--- src/rtl/bram_port_arbiter_if.sv ---
// Requester-side port bundle for bram_port_arbiter.
// One instance per requester. The requester (master) drives the command
// and holds req until it sees gnt. The arbiter (slave) answers with the
// one-cycle gnt and rvalid pulses.
interface bram_port_arbiter_if #(
    parameter int DATA_W = 16,
    parameter int ADDR_W = 10
);
    logic              req;
    logic              we;
    logic [ADDR_W-1:0] addr;
    logic [DATA_W-1:0] wdata;
    logic              gnt;
    logic              rvalid;

    modport master (
        output req,
        output we,
        output addr,
        output wdata,
        input  gnt,
        input  rvalid
    );

    modport slave (
        input  req,
        input  we,
        input  addr,
        input  wdata,
        output gnt,
        output rvalid
    );
endinterface

--- src/rtl/bram_port_arbiter.sv ---
// Round-robin arbiter sharing one single-port synchronous block RAM
// between two requesters A and B.
// Each transaction is a fixed three-cycle sequence:
//   IDLE -> ACCESS -> RESP -> IDLE.
// The granted command is registered onto the RAM port during ACCESS.
// Read data returns from the RAM's registered output during RESP,
// flagged by a one-cycle rvalid pulse to the requester that issued it.
module bram_port_arbiter #(
    parameter int DATA_W = 16,
    parameter int ADDR_W = 10
) (
    input  logic                 clk,
    input  logic                 rst,        // asynchronous, active-low
    bram_port_arbiter_if.slave   a_if,
    bram_port_arbiter_if.slave   b_if,
    output logic [DATA_W-1:0]    rdata,
    output logic                 mem_en,
    output logic                 mem_we,
    output logic [ADDR_W-1:0]    mem_addr,
    output logic [DATA_W-1:0]    mem_wdata,
    input  logic [DATA_W-1:0]    mem_rdata,
    output logic                 busy
);

    typedef enum logic [1:0] {
        ST_IDLE   = 2'd0,
        ST_ACCESS = 2'd1,
        ST_RESP   = 2'd2
    } state_t;

    typedef enum logic {
        REQ_A = 1'b0,
        REQ_B = 1'b1
    } req_id_t;

    // Registered state
    state_t            state_q,     state_d;
    req_id_t           sel_q,       sel_d;      // requester owning the current transaction
    req_id_t           last_q,      last_d;     // most recent winner, loses the next tie
    logic              is_read_q,   is_read_d;  // current transaction is a read
    logic              a_gnt_q,     a_gnt_d;
    logic              b_gnt_q,     b_gnt_d;
    logic              a_rvalid_q,  a_rvalid_d;
    logic              b_rvalid_q,  b_rvalid_d;
    logic              mem_en_q,    mem_en_d;
    logic              mem_we_q,    mem_we_d;
    logic [ADDR_W-1:0] mem_addr_q,  mem_addr_d;
    logic [DATA_W-1:0] mem_wdata_q, mem_wdata_d;

    // Winner of arbitration in IDLE (meaningful only when some req is high)
    req_id_t           pick;

    // Next-state, arbitration and registered-output computation
    always_comb begin
        // NOTE: every signal gets a default before the case so that no path
        // leaves it unassigned; otherwise synthesis would infer a latch.
        state_d     = state_q;
        sel_d       = sel_q;
        last_d      = last_q;
        is_read_d   = is_read_q;
        a_gnt_d     = 1'b0;
        b_gnt_d     = 1'b0;
        a_rvalid_d  = 1'b0;
        b_rvalid_d  = 1'b0;
        mem_en_d    = 1'b0;
        mem_we_d    = 1'b0;
        mem_addr_d  = mem_addr_q;    // hold last value while the port is idle
        mem_wdata_d = mem_wdata_q;
        pick        = REQ_A;

        unique case (state_q)
            ST_IDLE: begin
                if (a_if.req || b_if.req) begin
                    // A tie goes to whoever did not win last; a lone
                    // requester always wins regardless of history.
                    if (a_if.req && b_if.req) begin
                        pick = (last_q == REQ_B) ? REQ_A : REQ_B;
                    end else begin
                        pick = b_if.req ? REQ_B : REQ_A;
                    end

                    sel_d    = pick;
                    last_d   = pick;
                    mem_en_d = 1'b1;
                    state_d  = ST_ACCESS;

                    if (pick == REQ_B) begin
                        mem_we_d    = b_if.we;
                        mem_addr_d  = b_if.addr;
                        mem_wdata_d = b_if.wdata;
                        is_read_d   = ~b_if.we;
                        b_gnt_d     = 1'b1;
                    end else begin
                        mem_we_d    = a_if.we;
                        mem_addr_d  = a_if.addr;
                        mem_wdata_d = a_if.wdata;
                        is_read_d   = ~a_if.we;
                        a_gnt_d     = 1'b1;
                    end
                end
            end

            ST_ACCESS: begin
                // RAM port drops back to idle; reads flag the response cycle.
                // Requests are not looked at here even though the winner's
                // req may still be high.
                if (is_read_q) begin
                    a_rvalid_d = (sel_q == REQ_A);
                    b_rvalid_d = (sel_q == REQ_B);
                end
                state_d = ST_RESP;
            end

            ST_RESP: begin
                // mem_rdata is valid this cycle; the rvalid pulse ends here.
                state_d = ST_IDLE;
            end

            default: begin
                state_d = ST_IDLE;
            end
        endcase
    end

    // State and output registers, cleared asynchronously
    always_ff @(posedge clk or negedge rst) begin
        if (!rst) begin
            state_q     <= ST_IDLE;
            sel_q       <= REQ_A;
            last_q      <= REQ_B;        // so that A wins the first tie
            is_read_q   <= 1'b0;
            a_gnt_q     <= 1'b0;
            b_gnt_q     <= 1'b0;
            a_rvalid_q  <= 1'b0;
            b_rvalid_q  <= 1'b0;
            mem_en_q    <= 1'b0;
            mem_we_q    <= 1'b0;
            mem_addr_q  <= '0;
            mem_wdata_q <= '0;
        end else begin
            // NOTE: non-blocking assignments make every flop sample its
            // pre-edge inputs, so the order of these lines does not matter.
            state_q     <= state_d;
            sel_q       <= sel_d;
            last_q      <= last_d;
            is_read_q   <= is_read_d;
            a_gnt_q     <= a_gnt_d;
            b_gnt_q     <= b_gnt_d;
            a_rvalid_q  <= a_rvalid_d;
            b_rvalid_q  <= b_rvalid_d;
            mem_en_q    <= mem_en_d;
            mem_we_q    <= mem_we_d;
            mem_addr_q  <= mem_addr_d;
            mem_wdata_q <= mem_wdata_d;
        end
    end

    // Output wiring
    assign a_if.gnt    = a_gnt_q;
    assign b_if.gnt    = b_gnt_q;
    assign a_if.rvalid = a_rvalid_q;
    assign b_if.rvalid = b_rvalid_q;
    assign mem_en      = mem_en_q;
    assign mem_we      = mem_we_q;
    assign mem_addr    = mem_addr_q;
    assign mem_wdata   = mem_wdata_q;
    assign rdata       = mem_rdata;
    assign busy        = (state_q != ST_IDLE);

endmodule
--- src/flat_wrapper.sv ---
// flat-port wrapper written by rule: the top's interface ports become plain ports
module bram_port_arbiter_flat 
#(
    parameter int DATA_W = 16,
    parameter int ADDR_W = 10
)
  (clk, rst, rdata, mem_en, mem_we, mem_addr, mem_wdata, mem_rdata, busy, a_if_req, a_if_we, a_if_addr, a_if_wdata, a_if_gnt, a_if_rvalid, b_if_req, b_if_we, b_if_addr, b_if_wdata, b_if_gnt, b_if_rvalid);
  bram_port_arbiter_if #(.DATA_W(DATA_W), .ADDR_W(ADDR_W)) a_if_i ();
  bram_port_arbiter_if #(.DATA_W(DATA_W), .ADDR_W(ADDR_W)) b_if_i ();
  input  logic clk;
  input  logic rst;
  output logic [DATA_W-1:0] rdata;
  output logic mem_en;
  output logic mem_we;
  output logic [ADDR_W-1:0] mem_addr;
  output logic [DATA_W-1:0] mem_wdata;
  input  logic [DATA_W-1:0] mem_rdata;
  output logic busy;
  input wire logic [$bits(a_if_i.req)-1:0] a_if_req;
  input wire logic [$bits(a_if_i.we)-1:0] a_if_we;
  input wire logic [$bits(a_if_i.addr)-1:0] a_if_addr;
  input wire logic [$bits(a_if_i.wdata)-1:0] a_if_wdata;
  output wire logic [$bits(a_if_i.gnt)-1:0] a_if_gnt;
  output wire logic [$bits(a_if_i.rvalid)-1:0] a_if_rvalid;
  input wire logic [$bits(b_if_i.req)-1:0] b_if_req;
  input wire logic [$bits(b_if_i.we)-1:0] b_if_we;
  input wire logic [$bits(b_if_i.addr)-1:0] b_if_addr;
  input wire logic [$bits(b_if_i.wdata)-1:0] b_if_wdata;
  output wire logic [$bits(b_if_i.gnt)-1:0] b_if_gnt;
  output wire logic [$bits(b_if_i.rvalid)-1:0] b_if_rvalid;
  assign a_if_i.req = a_if_req;
  assign a_if_i.we = a_if_we;
  assign a_if_i.addr = a_if_addr;
  assign a_if_i.wdata = a_if_wdata;
  assign a_if_gnt = a_if_i.gnt;
  assign a_if_rvalid = a_if_i.rvalid;
  assign b_if_i.req = b_if_req;
  assign b_if_i.we = b_if_we;
  assign b_if_i.addr = b_if_addr;
  assign b_if_i.wdata = b_if_wdata;
  assign b_if_gnt = b_if_i.gnt;
  assign b_if_rvalid = b_if_i.rvalid;
  bram_port_arbiter #(.DATA_W(DATA_W), .ADDR_W(ADDR_W)) u_core (.clk(clk), .rst(rst), .a_if(a_if_i), .b_if(b_if_i), .rdata(rdata), .mem_en(mem_en), .mem_we(mem_we), .mem_addr(mem_addr), .mem_wdata(mem_wdata), .mem_rdata(mem_rdata), .busy(busy));
endmodule
--- config.mk ---
export PLATFORM = sky130hd
export DESIGN_NAME = bram_port_arbiter_flat
export DESIGN_NICKNAME = d
export VERILOG_FILES = /design/src/rtl/bram_port_arbiter_if.sv /design/src/rtl/bram_port_arbiter.sv /design/src/flat_wrapper.sv
export SDC_FILE = /design/constraint.sdc
export NUM_CORES = 1
export LEC_CHECK = 0
export ABC_AREA = 1
export CELL_PAD_IN_SITES_DETAIL_PLACEMENT = 0
export CELL_PAD_IN_SITES_GLOBAL_PLACEMENT = 1
export CORE_UTILIZATION = 22
export CTS_CLUSTER_DIAMETER = 200
export DETAILED_ROUTE_END_ITERATION = 10
export GPL_TIMING_DRIVEN = 0
export PLACE_DENSITY = 0.88
export SLEW_MARGIN = 10
export SYNTH_ARGS = -nofsm -noshare
export SYNTH_HDL_FRONTEND = slang
export SYNTH_SLANG_ARGS = --single-unit
--- constraint.sdc ---
create_clock -name clk -period 1.1 [get_ports clk]
set_input_delay 0.22 -clock clk [delete_from_list [all_inputs] [get_ports clk]]
set_output_delay 0.22 -clock clk [all_outputs]
set_load 0.02 [all_outputs]
==> flow_summary_export.csv <==
group,metric,value,unit
timing,tmin_final,1.263,ns
critical_path,critical_path.reg2reg.endpoint,"u_core.mem_addr[1]$_DFFE_PN0P_",
pwr,power.share.switching,41.88,%
critical_path,setup_cp_type,"reg -> reg",
timing,worst_max_slew_pin_slew,0.2373,ns
timing,rsz0062_at_grt,"true",
timing,clock.fmax,791.7,MHz
flow_run,max_cap_viol_count,0,
clock_network,clkSinkCount,37,
timing,finalSetupViolCount,32,
pwr,portion_of_total_power_attributed_to_the_clock_network,15.7,%
critical_path,crit_path_max_fanout,6,
synthesis,syn_nets,329,
pwr,p_sw,3.180,mW
cells_and_area,final_net_count,457,
routing,routed_wl,5995,um
timing,timing.clock.skew,0.009230,ns
timing,setup_ws_final,-0.1631,ns
clock_network,tritoncts.num_buffers,5,
pwr,internal,4.412,mW
grt,groute.usage.overall,12.94,%
synthesis,netlist-cell-type-count,15,
critical_path,crit_path_frequent_cell,"sky130_fd_sc_hd__nand2_4",
synthesis,yosysSeqAreaShare,47.59,%
place,dpl.hpwl,4256,um
floorplanning,floorplan.initialDensity,23.24,%
grt,grt_overflow,0,
floorplanning,die_h,96.10,um
clock_network,htreeDepth,2,
cells_and_area,drive_above_1_share,31.25,%
critical_path,worstSetupStartpoint,"u_core.last_q$_DFFE_PN1P_",
critical_path,cp-start-kind,"flip-flop",
cells_and_area,antenna_cells_inserted,0,
floorplanning,std_cell_rows,33,
place,placement.setup.worst_slack,-0.5121,ns
routing,drt_first_iter_violations,38,
floorplanning,design.die.area,9235,sq um
critical_path,critPathCapture,"u_core.mem_addr[1]$_DFFE_PN0P_",
grt,initial_antenna_violation_count,0,
floorplanning,die-width,96.10,um
critical_path,timing.reg2reg.setup_slack,-0.16,ns
timing,hold_ws,0.2488,ns
clock_network,cts_root_buf,"sky130_fd_sc_hd__clkbuf_8",
synthesis,post_synth.cell_area_avg,7.640,sq um
timing,report.final.hold_viol_count,0,
grt,first_global_vias,1893,
clock_network,clock_latency_on_the_worst_skew_pair,0.29,ns
critical_path,endpoint_kind,"flip-flop",
routing,drc_errors,0,
place,routabilityCongestion,0.7141,
cells_and_area,layout-area-overhead-vs-synth,75.79,%
critical_path,reg2reg_from,"u_core.last_q$_DFFE_PN1P_",
outcome,outcome,"complete, but fails checks",
clock_network,cts.clk_slew.worst_paths,0.08,ns
critical_path,timing.reg2reg.worst_path_depth,7,
synthesis,mapped_area,1948,sq um
synthesis,synth_seq_cells,37,
cells_and_area,fill_cells,868,
critical_path,cp_data_required_time,1.28,ns
grt,grt_start_max_net_pins,36,
clock_network,cts_tree,"yes",
pwr,seqPwrFrac,30.8,%
timing,maxSlewHeadroom,84.03,%
floorplanning,core_area,8382,sq um
pwr,power-per-cell-area,2217,nW/um^2
pwr,post-layout-total-power,7.592,mW
grt,global_route_wire_length_before_repair,8970,um
critical_path,slowest_delay,0.56,ns
floorplanning,num_io_pins,123,
synthesis,synth_instances,255,
timing,period_utilisation_layout,114.8,%
routing,detailroute.via_count,2023,
routing,via_per_inst,4.137,
pwr,power.combinational.fraction,53.5,%
pwr,p_leak,1.846,nW
routing,routed_wire_length_per_instance,12.26,um
critical_path,worstPathCellList,"nand2_4, nand2_4, buf_8, clkbuf_16, nand2_4, nand3_2, nand2_1",
place,portBuffers,106,
routing,drt_pre_antenna_iters,4,
min_path,timing.hold.worst.class,"in -> async",
routing,ant_nets_after_route,0,
clock_network,clock_path_buffers,2,
synthesis,ys.warnings.count,0,
outcome,failing_checks,"negative setup slack",
critical_path,critPathSlowestCell,"sky130_fd_sc_hd__dfstp_2",
timing,report.final.slew_viol_count,0,
critical_path,critPathArrivalTime,1.44,ns
pwr,ir_drop,0.9999,mV
[cell families (layout without fill, tap and decap cells)]
logic type,after synthesis,after routing,share of synthesized area (%)
simple gates,165,165,36.74
flops,37,37,47.59
buf+inv,52,181,15.41
compound gates,1,1,0.2567
[power by group through the flow]
stage	sequential (mW)	combinational, mW	clock, mW
after CTS	2.32	3.81	1.25
after floorplan	2.99	1.49	0
after detailed placement	2.36	4.00	0
after global routing	2.41	4.45	1.32
after global placement	2.35	3.95	0
final	2.34	4.06	1.19
[routing by layer]
layer	vias up	GRT usage, %	wire (um)
li1	1022	-	-
met5	-	0	0
met4	0	3.358	36
met3	5	3.555	542
met1	909	15.80	2517
met2	87	22.34	2898
[critical path: cells and delay by family, from the launching register on]
family	cells	cell delay [ns]
DFF	1	0.56
buffers and inverters	2	0.30
and+or+nand+nor	5	0.30
[cell usage in the layout, fill, tap and decap left out, types with 2 or more instances in the layout]
cell and count:
sky130_fd_sc_hd__nand3_1 22, sky130_fd_sc_hd__nand3_2 5, sky130_fd_sc_hd__inv_1 17, sky130_fd_sc_hd__nand3b_1 12, sky130_fd_sc_hd__inv_2 4, sky130_fd_sc_hd__dlymetal6s2s_1 3
sky130_fd_sc_hd__clkbuf_8 5, sky130_fd_sc_hd__dlygate4sd2_1 15, sky130_fd_sc_hd__buf_8 4, sky130_fd_sc_hd__nor4_1 2, sky130_fd_sc_hd__nor2_2 3, sky130_fd_sc_hd__clkdlybuf4s50_1 54
sky130_fd_sc_hd__nand2_2 11, sky130_fd_sc_hd__buf_6 6, sky130_fd_sc_hd__nor2_1 3, sky130_fd_sc_hd__nand2_1 98, sky130_fd_sc_hd__buf_2 33, sky130_fd_sc_hd__dfrtp_1 36
sky130_fd_sc_hd__nand2_4 8, sky130_fd_sc_hd__buf_4 31, sky130_fd_sc_hd__buf_12 3
[cell usage after synthesis]
cell	instances	area share (%)
sky130_fd_sc_hd__buf_2	9	2.3
sky130_fd_sc_hd__buf_4	17	6.6
sky130_fd_sc_hd__buf_6	4	2.3
sky130_fd_sc_hd__dfrtp_1	36	46
sky130_fd_sc_hd__dfstp_2	1	1.3
sky130_fd_sc_hd__inv_1	19	3.7
sky130_fd_sc_hd__inv_2	3	0.58
sky130_fd_sc_hd__nand2_1	115	22
sky130_fd_sc_hd__nand2_2	2	0.64
sky130_fd_sc_hd__nand3_1	27	6.9
sky130_fd_sc_hd__nand3b_1	12	4.6
sky130_fd_sc_hd__nor2_1	6	1.2
sky130_fd_sc_hd__nor2_4	1	0.58
sky130_fd_sc_hd__nor4_1	2	0.64
sky130_fd_sc_hd__o21ai_0	1	0.26
[registers in the layout, indices dropped and copies added (netlist names)]
signal              count
u_core.mem_addr        10
u_core.a_if.gnt         1
u_core.last_q           1
u_core.is_read_q        1
u_core.mem_en           1
u_core.a_if.rvalid      1
u_core.mem_wdata       16
u_core.b_if.gnt         1
u_core.sel_q            1
u_core.b_if.rvalid      1
u_core.mem_we           1
u_core.state_q          2
[timing repair]
| item | 4_1_cts | 5_1_grt |
|---|---|---|
| hold endpoints to repair | 36 | 0 |
| gates resized for setup | 168 | 37 |
| hold buffers | 1 | 0 |
| pin swaps | 6 | 10 |
| setup endpoints to repair | 77 | 43 |
| gates cloned | 0 | 1 |
| buffers inserted | 9 | 3 |
[worst min-delay path by stage]
stage,depth (start not counted),to,slack [ns]
final,2,u_core.b_if.gnt$_DFF_PN0_,0.25
after global routing,2,u_core.b_if.gnt$_DFF_PN0_,0.26
after CTS,2,u_core.b_if.gnt$_DFF_PN0_,0.24
after detailed placement,1,u_core.mem_wdata[2]$_DFFE_PN0P_,0.03
after global placement,1,u_core.a_if.rvalid$_DFF_PN0_,0.42
after floorplan,0,u_core.a_if.gnt$_DFF_PN0_,-0.08
[cell type report]
cell class              count  area, sq um  share of cell area [%]
repair buffers            121         1084                   31.64
flip-flops and latches     37        927.1                   27.07
multi-input cells         166        835.8                   24.41
plain buffers              30        246.5                   7.198
well taps                 105        131.4                   3.836
inverters                  22        85.08                   2.484
clock buffers               5        68.82                   2.010
clock inverters             3        46.29                   1.352
[stage by stage]
stage                     TNS [ns]  util [%]  instances  instance area, sq um
final                       -3.024     40.86        489                  3425
after global routing        -5.266     40.86        489                  3425
after CTS                   -3.258     38.93        485                  3263
after detailed placement    -17.65     37.80        467                  3168
after global placement      -58.17     37.62        466                  3153
after floorplan            -0.8725         -        255                  1961
Power figures use the tool's default switching activity.
